## src/rtl/writeback_unit_pkg.sv

```systemverilog
// writeback_unit_pkg
//   Shared types for the writeback unit: the buffered result entry, the
//   RV32I load funct3 codes and the arbiter round-robin state.
package writeback_unit_pkg;

    typedef struct packed {
        logic [4:0]  rd;
        logic [31:0] data;
        logic [2:0]  funct3;
        logic [1:0]  byteOff;
        logic        isLoad;
    } tWbEntry;

    localparam logic [2:0] LB  = 3'b000;
    localparam logic [2:0] LH  = 3'b001;
    localparam logic [2:0] LW  = 3'b010;
    localparam logic [2:0] LBU = 3'b100;
    localparam logic [2:0] LHU = 3'b101;

    typedef enum logic {
        RR_LOAD = 1'b0,
        RR_ALU  = 1'b1
    } tRrState;

endpackage

```

## src/rtl/writeback_unit_if.sv

```systemverilog
// writeback_unit_if
//   Bundles the producer handshakes (ALU, load), the issue-side scoreboard
//   port and the register-file write port of the writeback unit.
//   slave  : the writeback unit itself
//   master : producers / issue logic / register file side
interface writeback_unit_if #(
    parameter int XLEN = 32
);
    logic            iAluValid;
    logic            oAluReady;
    logic [4:0]      iAluRd;
    logic [XLEN-1:0] iAluData;

    logic            iLdValid;
    logic            oLdReady;
    logic [4:0]      iLdRd;
    logic [2:0]      iLdFunct3;
    logic [1:0]      iLdByteOff;
    logic [XLEN-1:0] iLdWord;

    logic            iIssueValid;
    logic [4:0]      iIssueRd;
    logic [31:0]     oBusy;

    logic [4:0]      oRdAddr;
    logic            oRdWe;
    logic [XLEN-1:0] oRdData;
    logic            oLdErr;

    modport slave (
        input  iAluValid, iAluRd, iAluData,
        input  iLdValid, iLdRd, iLdFunct3, iLdByteOff, iLdWord,
        input  iIssueValid, iIssueRd,
        output oAluReady, oLdReady, oBusy,
        output oRdAddr, oRdWe, oRdData, oLdErr
    );

    modport master (
        output iAluValid, iAluRd, iAluData,
        output iLdValid, iLdRd, iLdFunct3, iLdByteOff, iLdWord,
        output iIssueValid, iIssueRd,
        input  oAluReady, oLdReady, oBusy,
        input  oRdAddr, oRdWe, oRdData, oLdErr
    );
endinterface

```

## src/rtl/writeback_unit_wb_fifo.sv

```systemverilog
// wb_fifo
//   Synchronous FIFO of tWbEntry. Pointers wrap naturally because DEPTH is
//   a power of two. Push while full and pop while empty are ignored.
//   Ports: iClk, iRst (sync, active high), push/pushEntry, pop/head,
//          count (occupancy), empty.
module wb_fifo
    import writeback_unit_pkg::*;
#(
    parameter int DEPTH = 2
) (
    input  logic                     iClk,
    input  logic                     iRst,
    input  logic                     push,
    input  tWbEntry                  pushEntry,
    input  logic                     pop,
    output tWbEntry                  head,
    output logic [$clog2(DEPTH):0]   count,
    output logic                     empty
);
    localparam int PW = $clog2(DEPTH);
    localparam int CW = PW + 1;

    tWbEntry        mem [DEPTH];
    logic [PW-1:0]  wrPtr;
    logic [PW-1:0]  rdPtr;
    logic           full;
    logic           doPush;
    logic           doPop;

    assign full   = (count == CW'(DEPTH));
    assign empty  = (count == '0);
    assign doPush = push && !full;
    assign doPop  = pop && !empty;
    assign head   = mem[rdPtr];

    always_ff @(posedge iClk) begin
        if (doPush) begin
            mem[wrPtr] <= pushEntry;
        end
    end

    always_ff @(posedge iClk) begin
        if (iRst) begin
            wrPtr <= '0;
            rdPtr <= '0;
            count <= '0;
        end else begin
            if (doPush) begin
                wrPtr <= wrPtr + 1'b1;
            end
            if (doPop) begin
                rdPtr <= rdPtr + 1'b1;
            end
            case ({doPush, doPop})
                2'b10:   count <= count + 1'b1;
                2'b01:   count <= count - 1'b1;
                default: count <= count;
            endcase
        end
    end
endmodule

```

## src/rtl/writeback_unit.sv

```systemverilog
// writeback_unit
//   Buffers ALU and load results, arbitrates one register-file write per
//   cycle, formats load data at pop time and keeps a pending-write
//   scoreboard for the issue logic.
//   Ports: iClk, iRst (sync, active high), bus (writeback_unit_if.slave):
//          ALU/load valid-ready inputs, issue rd, oBusy scoreboard,
//          oRdAddr/oRdWe/oRdData write port, oLdErr drop pulse.
//
//   Arbiter state | meaning
//   RR_LOAD       | load FIFO wins the next contended cycle
//   RR_ALU        | ALU FIFO wins the next contended cycle
module writeback_unit
    import writeback_unit_pkg::*;
#(
    parameter int FIFO_DEPTH = 2,
    parameter int XLEN       = 32
) (
    input  logic            iClk,
    input  logic            iRst,
    writeback_unit_if.slave bus
);
    localparam int CW = $clog2(FIFO_DEPTH) + 1;

    tWbEntry         aluIn, ldIn, aluHead, ldHead, popEntry;
    logic            aluPush, ldPush, aluPop, ldPop, popValid;
    logic            aluEmpty, ldEmpty, aluReady, ldReady;
    logic [CW-1:0]   aluCount, ldCount;
    tRrState         rrState, rrNext;
    logic [32:0]     fmt;
    logic [31:0]     busyQ, busyNext;
    logic [4:0]      rdAddrQ;
    logic            rdWeQ, ldErrQ;
    logic [XLEN-1:0] rdDataQ;

    // Returns {err, data}; misaligned or undefined loads set err.
    function automatic logic [32:0] fmtLoad(input tWbEntry e);
        logic [7:0]  b;
        logic [15:0] h;
        case (e.byteOff)
            2'd0:    b = e.data[7:0];
            2'd1:    b = e.data[15:8];
            2'd2:    b = e.data[23:16];
            default: b = e.data[31:24];
        endcase
        h = e.byteOff[1] ? e.data[31:16] : e.data[15:0];
        case (e.funct3)
            LB:      fmtLoad = {1'b0, {24{b[7]}}, b};
            LBU:     fmtLoad = {1'b0, 24'd0, b};
            LH:      fmtLoad = {e.byteOff[0], {16{h[15]}}, h};
            LHU:     fmtLoad = {e.byteOff[0], 16'd0, h};
            LW:      fmtLoad = {(e.byteOff != 2'd0), e.data};
            default: fmtLoad = {1'b1, 32'd0};
        endcase
    endfunction

    // Ready depends only on the registered occupancy, so a full FIFO stays
    // not-ready even in a cycle where it is being popped.
    assign aluReady = (aluCount < CW'(FIFO_DEPTH));
    assign ldReady  = (ldCount < CW'(FIFO_DEPTH));

    // rd==0 consumes the handshake but is never buffered.
    assign aluPush = bus.iAluValid && aluReady && (bus.iAluRd != 5'd0);
    assign ldPush  = bus.iLdValid && ldReady && (bus.iLdRd != 5'd0);

    assign aluIn = '{rd: bus.iAluRd, data: bus.iAluData, funct3: 3'd0,
                     byteOff: 2'd0, isLoad: 1'b0};
    assign ldIn  = '{rd: bus.iLdRd, data: bus.iLdWord, funct3: bus.iLdFunct3,
                     byteOff: bus.iLdByteOff, isLoad: 1'b1};

    wb_fifo #(.DEPTH(FIFO_DEPTH)) uAluFifo (
        .iClk(iClk), .iRst(iRst), .push(aluPush), .pushEntry(aluIn),
        .pop(aluPop), .head(aluHead), .count(aluCount), .empty(aluEmpty)
    );

    wb_fifo #(.DEPTH(FIFO_DEPTH)) uLdFifo (
        .iClk(iClk), .iRst(iRst), .push(ldPush), .pushEntry(ldIn),
        .pop(ldPop), .head(ldHead), .count(ldCount), .empty(ldEmpty)
    );

    always_ff @(posedge iClk) begin
        if (iRst) begin
            rrState <= RR_LOAD;
        end else begin
            rrState <= rrNext;
        end
    end

    always_comb begin
        rrNext = rrState;
        if (!aluEmpty && !ldEmpty) begin
            rrNext = (rrState == RR_LOAD) ? RR_ALU : RR_LOAD;
        end
    end

    always_comb begin
        ldPop  = 1'b0;
        aluPop = 1'b0;
        if (!ldEmpty && (aluEmpty || rrState == RR_LOAD)) begin
            ldPop = 1'b1;
        end else if (!aluEmpty) begin
            aluPop = 1'b1;
        end
    end

    assign popValid = ldPop || aluPop;
    assign popEntry = ldPop ? ldHead : aluHead;

    always_comb begin
        if (popEntry.isLoad) begin
            fmt = fmtLoad(popEntry);
        end else begin
            fmt = {1'b0, popEntry.data};
        end
    end

    // Clear first, then set, so a same-edge issue keeps the bit busy.
    always_comb begin
        busyNext = busyQ;
        if (popValid) begin
            busyNext[popEntry.rd] = 1'b0;
        end
        if (bus.iIssueValid) begin
            busyNext[bus.iIssueRd] = 1'b1;
        end
        busyNext[0] = 1'b0;
    end

    always_ff @(posedge iClk) begin
        if (iRst) begin
            rdWeQ   <= 1'b0;
            ldErrQ  <= 1'b0;
            rdAddrQ <= '0;
            rdDataQ <= '0;
            busyQ   <= '0;
        end else begin
            rdWeQ  <= popValid && !fmt[32];
            ldErrQ <= popValid && fmt[32];
            if (popValid && !fmt[32]) begin
                rdAddrQ <= popEntry.rd;
                rdDataQ <= fmt[31:0];
            end
            busyQ <= busyNext;
        end
    end

    assign bus.oAluReady = aluReady;
    assign bus.oLdReady  = ldReady;
    assign bus.oBusy     = busyQ;
    assign bus.oRdAddr   = rdAddrQ;
    assign bus.oRdWe     = rdWeQ;
    assign bus.oRdData   = rdDataQ;
    assign bus.oLdErr    = ldErrQ;
endmodule

```

## src/flat_wrapper.sv

```systemverilog
// flat-port wrapper written by rule: the top's interface ports become plain ports
module writeback_unit_flat import writeback_unit_pkg::*;
#(
    parameter int FIFO_DEPTH = 2,
    parameter int XLEN       = 32
)
  (iClk, iRst, bus_iAluValid, bus_iAluRd, bus_iAluData, bus_iLdValid, bus_iLdRd, bus_iLdFunct3, bus_iLdByteOff, bus_iLdWord, bus_iIssueValid, bus_iIssueRd, bus_oAluReady, bus_oLdReady, bus_oBusy, bus_oRdAddr, bus_oRdWe, bus_oRdData, bus_oLdErr);
  writeback_unit_if #(.XLEN(XLEN)) bus_i ();
  input  logic iClk;
  input  logic iRst;
  input wire logic [$bits(bus_i.iAluValid)-1:0] bus_iAluValid;
  input wire logic [$bits(bus_i.iAluRd)-1:0] bus_iAluRd;
  input wire logic [$bits(bus_i.iAluData)-1:0] bus_iAluData;
  input wire logic [$bits(bus_i.iLdValid)-1:0] bus_iLdValid;
  input wire logic [$bits(bus_i.iLdRd)-1:0] bus_iLdRd;
  input wire logic [$bits(bus_i.iLdFunct3)-1:0] bus_iLdFunct3;
  input wire logic [$bits(bus_i.iLdByteOff)-1:0] bus_iLdByteOff;
  input wire logic [$bits(bus_i.iLdWord)-1:0] bus_iLdWord;
  input wire logic [$bits(bus_i.iIssueValid)-1:0] bus_iIssueValid;
  input wire logic [$bits(bus_i.iIssueRd)-1:0] bus_iIssueRd;
  output wire logic [$bits(bus_i.oAluReady)-1:0] bus_oAluReady;
  output wire logic [$bits(bus_i.oLdReady)-1:0] bus_oLdReady;
  output wire logic [$bits(bus_i.oBusy)-1:0] bus_oBusy;
  output wire logic [$bits(bus_i.oRdAddr)-1:0] bus_oRdAddr;
  output wire logic [$bits(bus_i.oRdWe)-1:0] bus_oRdWe;
  output wire logic [$bits(bus_i.oRdData)-1:0] bus_oRdData;
  output wire logic [$bits(bus_i.oLdErr)-1:0] bus_oLdErr;
  assign bus_i.iAluValid = bus_iAluValid;
  assign bus_i.iAluRd = bus_iAluRd;
  assign bus_i.iAluData = bus_iAluData;
  assign bus_i.iLdValid = bus_iLdValid;
  assign bus_i.iLdRd = bus_iLdRd;
  assign bus_i.iLdFunct3 = bus_iLdFunct3;
  assign bus_i.iLdByteOff = bus_iLdByteOff;
  assign bus_i.iLdWord = bus_iLdWord;
  assign bus_i.iIssueValid = bus_iIssueValid;
  assign bus_i.iIssueRd = bus_iIssueRd;
  assign bus_oAluReady = bus_i.oAluReady;
  assign bus_oLdReady = bus_i.oLdReady;
  assign bus_oBusy = bus_i.oBusy;
  assign bus_oRdAddr = bus_i.oRdAddr;
  assign bus_oRdWe = bus_i.oRdWe;
  assign bus_oRdData = bus_i.oRdData;
  assign bus_oLdErr = bus_i.oLdErr;
  writeback_unit #(.FIFO_DEPTH(FIFO_DEPTH), .XLEN(XLEN)) u_core (.iClk(iClk), .iRst(iRst), .bus(bus_i));
endmodule
```

## config.mk

```make
export PLATFORM = sky130hd
export DESIGN_NAME = writeback_unit_flat
export DESIGN_NICKNAME = d
export VERILOG_FILES = /design/src/rtl/writeback_unit_pkg.sv /design/src/rtl/writeback_unit_if.sv /design/src/rtl/writeback_unit_wb_fifo.sv /design/src/rtl/writeback_unit.sv /design/src/flat_wrapper.sv
export SDC_FILE = /design/constraint.sdc
export NUM_CORES = 1
export LEC_CHECK = 0
export ABC_AREA = 1
export CORE_ASPECT_RATIO = 1.75
export CORE_MARGIN = 10
export CORE_UTILIZATION = 54
export CTS_CLUSTER_DIAMETER = 40
export CTS_CLUSTER_SIZE = 28
export DETAILED_ROUTE_END_ITERATION = 12
export PLACE_DENSITY = 0.8
export SETUP_SLACK_MARGIN = 0.2
export SKIP_CTS_REPAIR_TIMING = 1
export SLEW_MARGIN = 20
export SYNTH_ARGS = -nofsm -noshare
export SYNTH_HDL_FRONTEND = slang
export SYNTH_SLANG_ARGS = --single-unit
```

## constraint.sdc

```tcl
create_clock -name iClk -period 3.8 [get_ports iClk]
set_input_delay 0.76 -clock iClk [delete_from_list [all_inputs] [get_ports iClk]]
set_output_delay 0.76 -clock iClk [all_outputs]
set_load 0.01 [all_outputs]
```

==> metrics.cfg <==
[outcome]
status=finished, final reports clean

[pwr]
p_leak_nw=4.83
power.total_mw=10.3
ir_drop_mv=0.537
power_density_nw_per_um2=816

[sta]
maxSlewHeadroom_pct=36.9
period_minus_slack_ns=2.81
clock.fmax_mhz=356
worst_pin_slew_ns=0.939
hold_ws_ns=0.456
tns_ns=0
final-max-slew-violation-count=0
post-route-period-util_pct=73.9
hold_violations=0
fin_ws_ns=0.991
rsz0062_at_grt=false
finalSetupViolations=0
fin_worst_skew_ns=0.0138

[setup_path]
cpMaxStageDelayCell=dfxtp_1
cp-end-kind=register
start_kind=register
timing.critical_path.buf_inv=3
crit_fanout=48
slowest_delay_ns=0.74
timing.critical_path.arrival_ns=3.23
cpLargestDelayFamily=buffers and inverters
path_cells=inv_4 > nand2_1 > nand2_1 > buf_4 > o211ai_2 > nand3_2 > nor2_4 > buf_4 > o21ai_0 > a21oi_2
crit_type=register to register
crit_required_ns=4.22

[finish]
antennaDiodeCount=0
area_delta_synth_final_pct=21.7
nFillCells=1529
layout_common_cells=339 x nand2_1, 160 x clkdlybuf4s50_1, 158 x edfxtp_1, 103 x nor2_1, 82 x a21oi_1
fin_util_pct=66.4
final_common_cell=nand2_1
nets=1322
drive_above_1_share_pct=8.38
final_area_um2=12700
final_cells=1482

[floorplanning]
num_rows=67
initial_core_util_pct=54.5
io_pins=162
die-area_um2=25500
die_w_um=125
core_um2=19100
fp.dieH_um=204

[clock_network]
numCtsBuffers=17
cts_buffer_depth=3
cts_root_buffer=clkbuf_16
clkSlewWorstSetupHoldPaths_ns=0.08
clkSinkCount=239
tritoncts=yes
clk_latency_ns=0.49
h-tree-depth=1

[placed_design]
gp_congestion=0.938
portBuffers=160
dp_hpwl_mm=18.9
dp_cells=1453
dpl_cell_area_um2=12100
pre_cts_slack_ns=0.916

[yosys]
yosysWarnings=0
synth_fp_nets=1184
synth_area_leaders=edfxtp_1 46%, dfxtp_1 16%, nand2_1 12%
synth.distinct_cells=37
synth_seq_cells=239
seq_area_frac_synth_pct=61.1
synth_top_area_share_pct=45.5
syn_area_per_cell_um2=9.54
syn-cell-area_um2=10400
synthCells=1093
yosysTopAreaCell=edfxtp_1

[route]
drt_wl_total_mm=25.8
drt_first_pass_iters=7
routedWlPerCell_um=17.4
drt_iter0_drc=747
drc=0
viasPerCell=5.46
antenna_left=0
num_vias=8087

[grt]
grt_usage_pct=19.5
antenna_found_initial=0
grt-ovfl-total=0
grt_max_degree=50
grt_pass1_wl_mm=41.5
first_global_vias=7951

[run]
maxCapViolCount=0

[hold_path]
hold_path.class=register to register

sequential cells by signal (all words and copies together) (netlist names), 2 cells and up, named ones only:
name                   cells
u_core.bus.oBusy          31
u_core.uAluFifo.count      2
u_core.uLdFifo.mem        84
u_core.bus.oRdData        32
u_core.bus.oRdAddr         5
u_core.uLdFifo.count       2
u_core.uAluFifo.mem       74
final timing paths:
path / start / endpoint / slack, ns / cells after the start
hold reg to reg: u_core.uLdFifo.rdPtr / u_core.uLdFifo.rdPtr / 0.46 / 1
setup / recovery: register / u_core.bus.oRdData[21] / 0.99 / 10
setup reg to reg: register / u_core.bus.oRdData[21] / 0.99 / 10
hold / removal: u_core.uLdFifo.rdPtr / u_core.uLdFifo.rdPtr / 0.46 / 1
cells by family after synthesis:
family	Yosys count	share of synthesized area, %
AOI/OAI and AO/OA	200	10.8
muxes	7	0.672
other	1	0.0360
and+or+nand+nor	538	22.1
DFF	239	61.1
buffers and inverters	106	5.17
adders and majority gates	2	0.240
layout make-up:
cell class / count / area [um2] / area share, %
clock inverters: 11 / 116 / 0.917
well taps: 241 / 302 / 2.38
clock buffers: 18 / 450 / 3.55
repair buffers: 173 / 1700 / 13.4
multi-input cells: 748 / 3550 / 28.0
flip-flops and latches: 239 / 6370 / 50.2
inverters: 52 / 200 / 1.58
synth_stat cells, drive strengths merged:
cell type and number:
a211oi 3, a21boi 1, a21oi 93, a31oi 7
buf 38, clkbuf 16, conb 1, dfxtp 81
edfxtp 158, ha 2, inv 52, mux2i 7
nand2 348, nand3 35, nand4 18, nor2 117
nor3 18, o211ai 1, o21ai 95, or2 2
worst register-to-register path, stage by stage, from the launching register on:
cell and delay (ns):
dfxtp_1 0.74, inv_4 0.33, nand2_1 0.13, nand2_1 0.05
buf_4 0.21, o211ai_2 0.26, nand3_2 0.14, nor2_4 0.11
buf_4 0.44, o21ai_0 0.22, a21oi_2 0.12
per-layer routing:
metal  GRT usage [%]  routed length [um]
met3            3.17                1730
met4            8.22                 889
met5               0                   0
met2            34.1               13200
met1            23.4               10100
power breakdown:
| part | leakage, nW | internal [mW] | total (mW) | switching [mW] |
|---|---|---|---|---|
| Combinational | 2.42 | 1.58 | 5.01 | 3.43 |
| Clock | 0.277 | 0.962 | 1.87 | 0.904 |
| Sequential | 2.14 | 3.26 | 3.47 | 0.214 |
| Total | 4.83 | 5.79 | 10.3 | 4.55 |
(Power assumes the default switching activity.)
==> RTL change 1, RTL diff (config.mk and constraints unchanged) <==
`FIFO_DEPTH` is set to 2 in 2 places; all go to 4.
--- a/src/rtl/writeback_unit.sv
+++ b/src/rtl/writeback_unit.sv
@@ -13,5 +13,5 @@
     import writeback_unit_pkg::*;
 #(
-    parameter int FIFO_DEPTH = 2,
+    parameter int FIFO_DEPTH = 4,
     parameter int XLEN       = 32
 ) (
--- a/src/flat_wrapper.sv
+++ b/src/flat_wrapper.sv
@@ -2,5 +2,5 @@
 module writeback_unit_flat import writeback_unit_pkg::*;
 #(
-    parameter int FIFO_DEPTH = 2,
+    parameter int FIFO_DEPTH = 4,
     parameter int XLEN       = 32
 )
Behaviour: not the same (Yosys sat finds a counterexample within 4 cycles, from zero or initial values and one cycle with iRst high).
==> RTL change 1 against the original RTL <==
- area after synthesis up 65%
- clock skew is essentially flat
- cell count grew 49%
- routed wire length up 62%
- critical endpoint is now u_core.bus.oRdData[18]$_SDFFE_PP0P_
- utilization down 2.5 points
- sequential cell count up 166
- global-route usage increased by 0.93 points
- setup slack got worse by 0.40 ns
- count of clock-buffer cells in the layout increased by 13
- die area increased by 56%
- total power grew 61%
- cell area rose by 59%
- synthesized cell count increased by 51%
- largest power group unchanged
==> RTL change 1: results (changes against the original RTL) <==
[routing]
wl_per_cell_um = 19.0  ; +9.0%
dr.pass1.iters = 6  ; -1
drt_iter0_drc = 952  ; +27%
dr_total_vias = 12300  ; +52%

[clock_network]
cts-root-buf = clkbuf_16
clkTransAtPathRegs_ns = 0.08  ; about the same
cts_max_level = 1  ; unchanged
cts_made_buffers = 31  ; +14
clk_latency_ns = 0.58  ; +0.09 ns
clock_path_buffers = 3  ; unchanged

[setup_path]
path_max_fanout = 79  ; +65%
critPathMaxStageDelay_ns = 0.63  ; -0.11 ns
crit_arrival_ns = 3.72  ; +0.49 ns
slowest_stage = dfxtp_2
reg2reg_slack_ns = 0.59  ; -0.40 ns

[global_route]
grtUsageTotal = 0.205  ; +0.00925
grt_max_degree = 80  ; +60%
grt_pass1_wl_um = 65300  ; +57%
grt_antenna_before_repair = 1  ; +1
grt_pass1_vias = 12100  ; +52%

[timing]
maxSlewHeadroom = 0.409  ; +0.0397
timing.fmax_mhz = 312  ; -13%
holdWs_ns = 0.473  ; +0.0172 ns
finClkSkew_ns = 0.0137  ; -0.0000853 ns

[min_path]
hold_class = flip-flop to flip-flop

[placement]
dp_hpwl_um = 28300  ; +50%
dp_slack_ns = 0.628  ; -0.288 ns
gp_congestion = 0.892  ; -4.9%

[logic_synthesis]
synth_xor_area_frac = 0.000509  ; +0.000509
synth.top_cells.by_area = edfxtp_1 55%, dfxtp_1 10%, nand2_1 10%, nor2_1 3.0%, nand3_1 3.0%
synthAdderAreaFrac = 0.00959  ; +0.00719
synth_edf_count = 316  ; +100%
yosysUniqueCellTypes = 47  ; +27%
yosysWarnings = 0  ; unchanged
yosysSeqAreaShare = 0.655  ; +0.0440
yosys-mux-area-fraction = 0  ; -0.00672
synth_compound_gate_area_share = 0.100  ; -0.00703
synthesis.nets = 1752  ; +48%
synth_flop_cell = edfxtp_1
synth_commonest_cells = 474 x nand2_1, 316 x edfxtp_1, 137 x nor2_1

[final_layout]
drive_above_1_share = 0.0869  ; +0.00308
top_register = u_core.uLdFifo.mem
largest_reg_flops = 168  ; +100%
nets = 1884  ; +43%
fillers = 2416  ; +58%

[power]
peakVddDrop_v = 0.000537  ; about the same
p_leak_nw = 7.55  ; +56%

[outcome]
status = completed

## RTL change 1: cell count changes after synthesis, moves of 11 or more
| cell | change |
|---|---|
| o21ai_1 | +47 |
| o22ai_1 | +17 |
| buf_4 | +12 |
| buf_2 | +11 |
| edfxtp_1 | +158 |
| nand3_1 | +71 |
| nand2_1 | +135 |
| nor2_1 | +30 |
| a21oi_2 | +12 |
| o21ai_0 | +17 |
| nand4_1 | -14 |
| inv_1 | +35 |
## RTL change 1: path summary, 6_finish.rpt
kind / start / endpoint / cells after the start
max: flip-flop / u_core.bus.oRdData[18]$_SDFFE_PP0P_ / 10
min: u_core.uAluFifo.rdPtr[0]$_SDFFE_PP0P_ / flip-flop / 1
max reg2reg: flip-flop / u_core.bus.oRdData[18]$_SDFFE_PP0P_ / 10
min reg2reg: u_core.uAluFifo.rdPtr[0]$_SDFFE_PP0P_ / flip-flop / 1
## RTL change 1: metal layers
metal | track usage | vias to the layer above | share of wire
met2 | 0.374 | 444 | 0.53
met5 | 0 | - | 0
li1 | - | 5918 | -
met4 | 0.0766 | 0 | 0.031
met1 | 0.235 | 5877 | 0.37
met3 | 0.0278 | 78 | 0.064
## RTL change 1: cell type report
| cell class | instances | area (µm²) | area share |
|---|---|---|---|
| Sequential cell | 405 | 11300 | 0.560 |
| Antenna cell | 1 | 2.50 | 0.000124 |
| Clock buffer | 31 | 776 | 0.0385 |
| Tap cell | 396 | 495 | 0.0246 |
| Timing Repair Buffer | 181 | 1760 | 0.0874 |
| Clock inverter | 26 | 349 | 0.0173 |
| Inverter | 93 | 354 | 0.0176 |
| Multi-Input combinational cell | 1071 | 5120 | 0.254 |
## RTL change 1: worst max-delay path: cells and delay by family (launching register included)
kind,cells,cell delay [ns]
AOI/OAI and AO/OA,3,0.54
buffers and inverters,2,0.99
DFF,1,0.63
and+or+nand+nor,5,0.83
## RTL change 1: metrics by stage
stage	area [µm²]	util	cells	power [W]
CTS	20100	0.638	2203	0.0167
global placement	19000	0.603	2146	0.0131
floorplan	17200	-	1651	0.0114
finish	20100	0.639	2204	0.0167
global route	20100	0.639	2204	0.0179
detailed placement	19000	0.603	2146	0.0133
## RTL change 1: cell families after synthesis
| kind of cell | after synthesis |
|---|---|
| flip-flops | 405 |
| AND/OR/NAND/NOR | 757 |
| XOR/XNOR | 1 |
| AO/OA/AOI/OAI | 300 |
| buffers and inverters | 175 |
| other | 1 |
| adder cells (fa/ha/maj) | 12 |
## RTL change 1: report_power, final
| part | leakage (nW) | total [W] | internal, W | switching, W |
|---|---|---|---|---|
| logic | 3.38 | 0.00748 | 0.00222 | 0.00527 |
| clock network | 0.544 | 0.00345 | 0.00171 | 0.00174 |
| registers | 3.62 | 0.00575 | 0.00542 | 0.000327 |
==> RTL change 2, RTL diff (same flow settings) <==
Without the edit above. Make the reset (`iRst`) asynchronous in 3 clocked blocks.
--- a/src/rtl/writeback_unit_wb_fifo.sv
+++ b/src/rtl/writeback_unit_wb_fifo.sv
@@ -40,5 +40,5 @@
     end
 
-    always_ff @(posedge iClk) begin
+    always_ff @(posedge iClk or posedge iRst) begin
         if (iRst) begin
             wrPtr <= '0;
--- a/src/rtl/writeback_unit.sv
+++ b/src/rtl/writeback_unit.sv
@@ -78,5 +78,5 @@
     );
 
-    always_ff @(posedge iClk) begin
+    always_ff @(posedge iClk or posedge iRst) begin
         if (iRst) begin
             rrState <= RR_LOAD;
@@ -126,5 +126,5 @@
     end
 
-    always_ff @(posedge iClk) begin
+    always_ff @(posedge iClk or posedge iRst) begin
         if (iRst) begin
             rdWeQ   <= 1'b0;
Formal check against the unedited RTL: differs if iRst is asserted again (counterexample within 4 cycles, from zero or initial values and one cycle with iRst high); with iRst held inactive, the same outputs for 4 cycles.
==> RTL change 2 against the original RTL <==
- global-route usage increased by 1.1 points
- setup slack improved by 0.16 ns
- largest power group unchanged
- total power rose by 14%
- sequential cell count shrank 2
- sequential share of layout area up 3.6 points
- cell area decreased by 1.5%
- sequential power grew 13%
- utilization increased by 1.2 points
- routed wire length up 1.8%
- cell count is 8.8% lower
- maximum frequency up 6.1%
- largest cell class unchanged
- area after synthesis decreased by 3.1%
==> RTL change 2: results (changes against the original RTL) <==
[global_route]
grt_use_met1 = 0.246  ; +0.0126
grt_max_degree = 44  ; -12%
grt_antenna_before_repair = 0  ; unchanged
grt_pass1_vias = 7377  ; -7.2%
grt_pass1_wl_um = 40600  ; -2.0%
use_met3 = 0.0329  ; +0.00127
met2_usage = 0.360  ; +0.0192
grtUsageTotal = 0.207  ; +0.0113

[routing]
vias_per_cell = 5.57  ; +2.1%
drt_iter0_drc = 848  ; +14%
dr_wl_met3_um = 2100  ; +21%
met2WireLength_um = 13700  ; +4.2%
wl_per_cell_um = 19.5  ; +12%
top_layer = met4
dr.pass1.iters = 6  ; -1
wl_um = 26300  ; +1.8%
wl_met1_um = 9510  ; -5.5%

[logic_synthesis]
yosysSeqAreaShare = 0.665  ; +0.0547
synth_commonest_cells = 237 x nand2_1, 158 x edfxtp_1, 106 x nor2_1
synth_xor_area_frac = 0.00780  ; +0.00780
yosys-mux-area-fraction = 0.00817  ; +0.00145
synth.most_common_cell = nand2_1
synthAdderAreaFrac = 0.00248  ; +0.0000767
syn_avg_cell_area_um2 = 10.6  ; +11%
synthesis.nets = 1041  ; -12%
synth_compound_gate_area_share = 0.0750  ; -0.0325
async_flop_share = 0.333  ; +0.333
synth.top_cells.by_area = edfxtp_1 47%, dfrtp_1 20%, nand2_1 8.8%, o21ai_0 5.2%, nand3_1 4.9%
yosysUniqueCellTypes = 35  ; -5.4%

[setup_path]
slowest_stage = dfrtp_1
r2r_start = u_core.uLdFifo.count[0]$_DFFE_PP0P_
crit_end = u_core.bus.oRdData[20]$_DFFE_PP0P_
crit_family = simple AND/OR/NAND/NOR gates
rr_worst_depth = 10  ; unchanged
reg2reg_slack_ns = 1.15  ; +0.16 ns
path_max_fanout = 43  ; -10%
crit_type = flip-flop to flip-flop
crit_arrival_ns = 3.05  ; -0.18 ns
critPathMaxStageDelay_ns = 0.43  ; -0.31 ns

[clock_network]
cts_max_level = 1  ; unchanged
clock_path_buffers = 3  ; unchanged
clk_latency_ns = 0.51  ; +0.02 ns
cts_made_buffers = 18  ; +1

[timing]
finClkSkew_ns = 0.0133  ; -0.000486 ns
setup_tns_ns = 0  ; unchanged
setup_ws_ns = 1.15  ; +0.161 ns
tightestPinTransition_ns = 0.863  ; -0.0757 ns

[final_layout]
nets = 1193  ; -9.8%
top_register = u_core.uLdFifo.mem
drive_above_1_share = 0.0853  ; +0.00147
diodes = 0  ; unchanged

[min_path]
hp-start = u_core.bus.oRdData[26]$_DFFE_PP0P_

[placement]
placed_cells = 1320  ; -9.2%
gp_congestion = 1.09  ; +16%
dpl_cell_area_um2 = 11900  ; -2.1%
dp_slack_ns = 0.760  ; -0.156 ns
dp_hpwl_um = 19100  ; +0.93%

[outcome]
status = completed

[power]
peakVddDrop_v = 0.000556  ; +3.5%
p_leak_nw = 4.93  ; +2.0%

-- RTL change 2: changes by cell type in the layout (fill, tap and decap cells not counted), moves of 10 or more --
cell	before	now
nand2_1	339	237
dfxtp_1	81	0
dfrtp_1	0	79
nand3_1	31	98
a21oi_1	82	18
o21ai_0	64	105
inv_1	44	19
nand4_1	16	1
a21oi_2	11	0
nor3_1	18	7
or2_2	2	12
-- RTL change 2: worst min path at each step --
stage          slack [ns]                                  to  cells past startpoint
2_1_floorplan        0.48          u_core.rrState$_DFFE_PP0P_                      1
3_3_place_gp         0.47  u_core.bus.oRdData[25]$_DFFE_PP0P_                      2
3_5_place_dp         0.47  u_core.bus.oRdData[14]$_DFFE_PP0P_                      2
4_1_cts              0.49  u_core.bus.oRdData[14]$_DFFE_PP0P_                      2
5_1_grt              0.52  u_core.bus.oRdData[26]$_DFFE_PP0P_                      2
6_report             0.48  u_core.bus.oRdData[26]$_DFFE_PP0P_                      2
-- RTL change 2: final cells by class --
| class | instances | area [µm²] |
|---|---|---|
| Tap cell | 238 | 298 |
| Clock buffer | 21 | 514 |
| Fill cell | 1398 | 6000 |
| Inverter | 32 | 124 |
| Clock inverter | 11 | 115 |
| Timing Repair Buffer | 169 | 1680 |
| Sequential cell | 237 | 6720 |
| Multi-Input combinational cell | 644 | 3040 |
-- RTL change 2: worst min-delay path: stages (launching register included) --
cell and delay, ns:
dfrtp_1 0.34, nand2_1 0.05, nand2_1 0.06
-- RTL change 2: power by group --
part / leakage [nW] / internal (W) / switching, W / total, W
Combinational: 2.23 / 0.00204 / 0.00379 / 0.00583
Clock: 0.310 / 0.00103 / 0.000985 / 0.00201
Sequential: 2.38 / 0.00360 / 0.000329 / 0.00393
Total: 4.93 / 0.00667 / 0.00510 / 0.0118
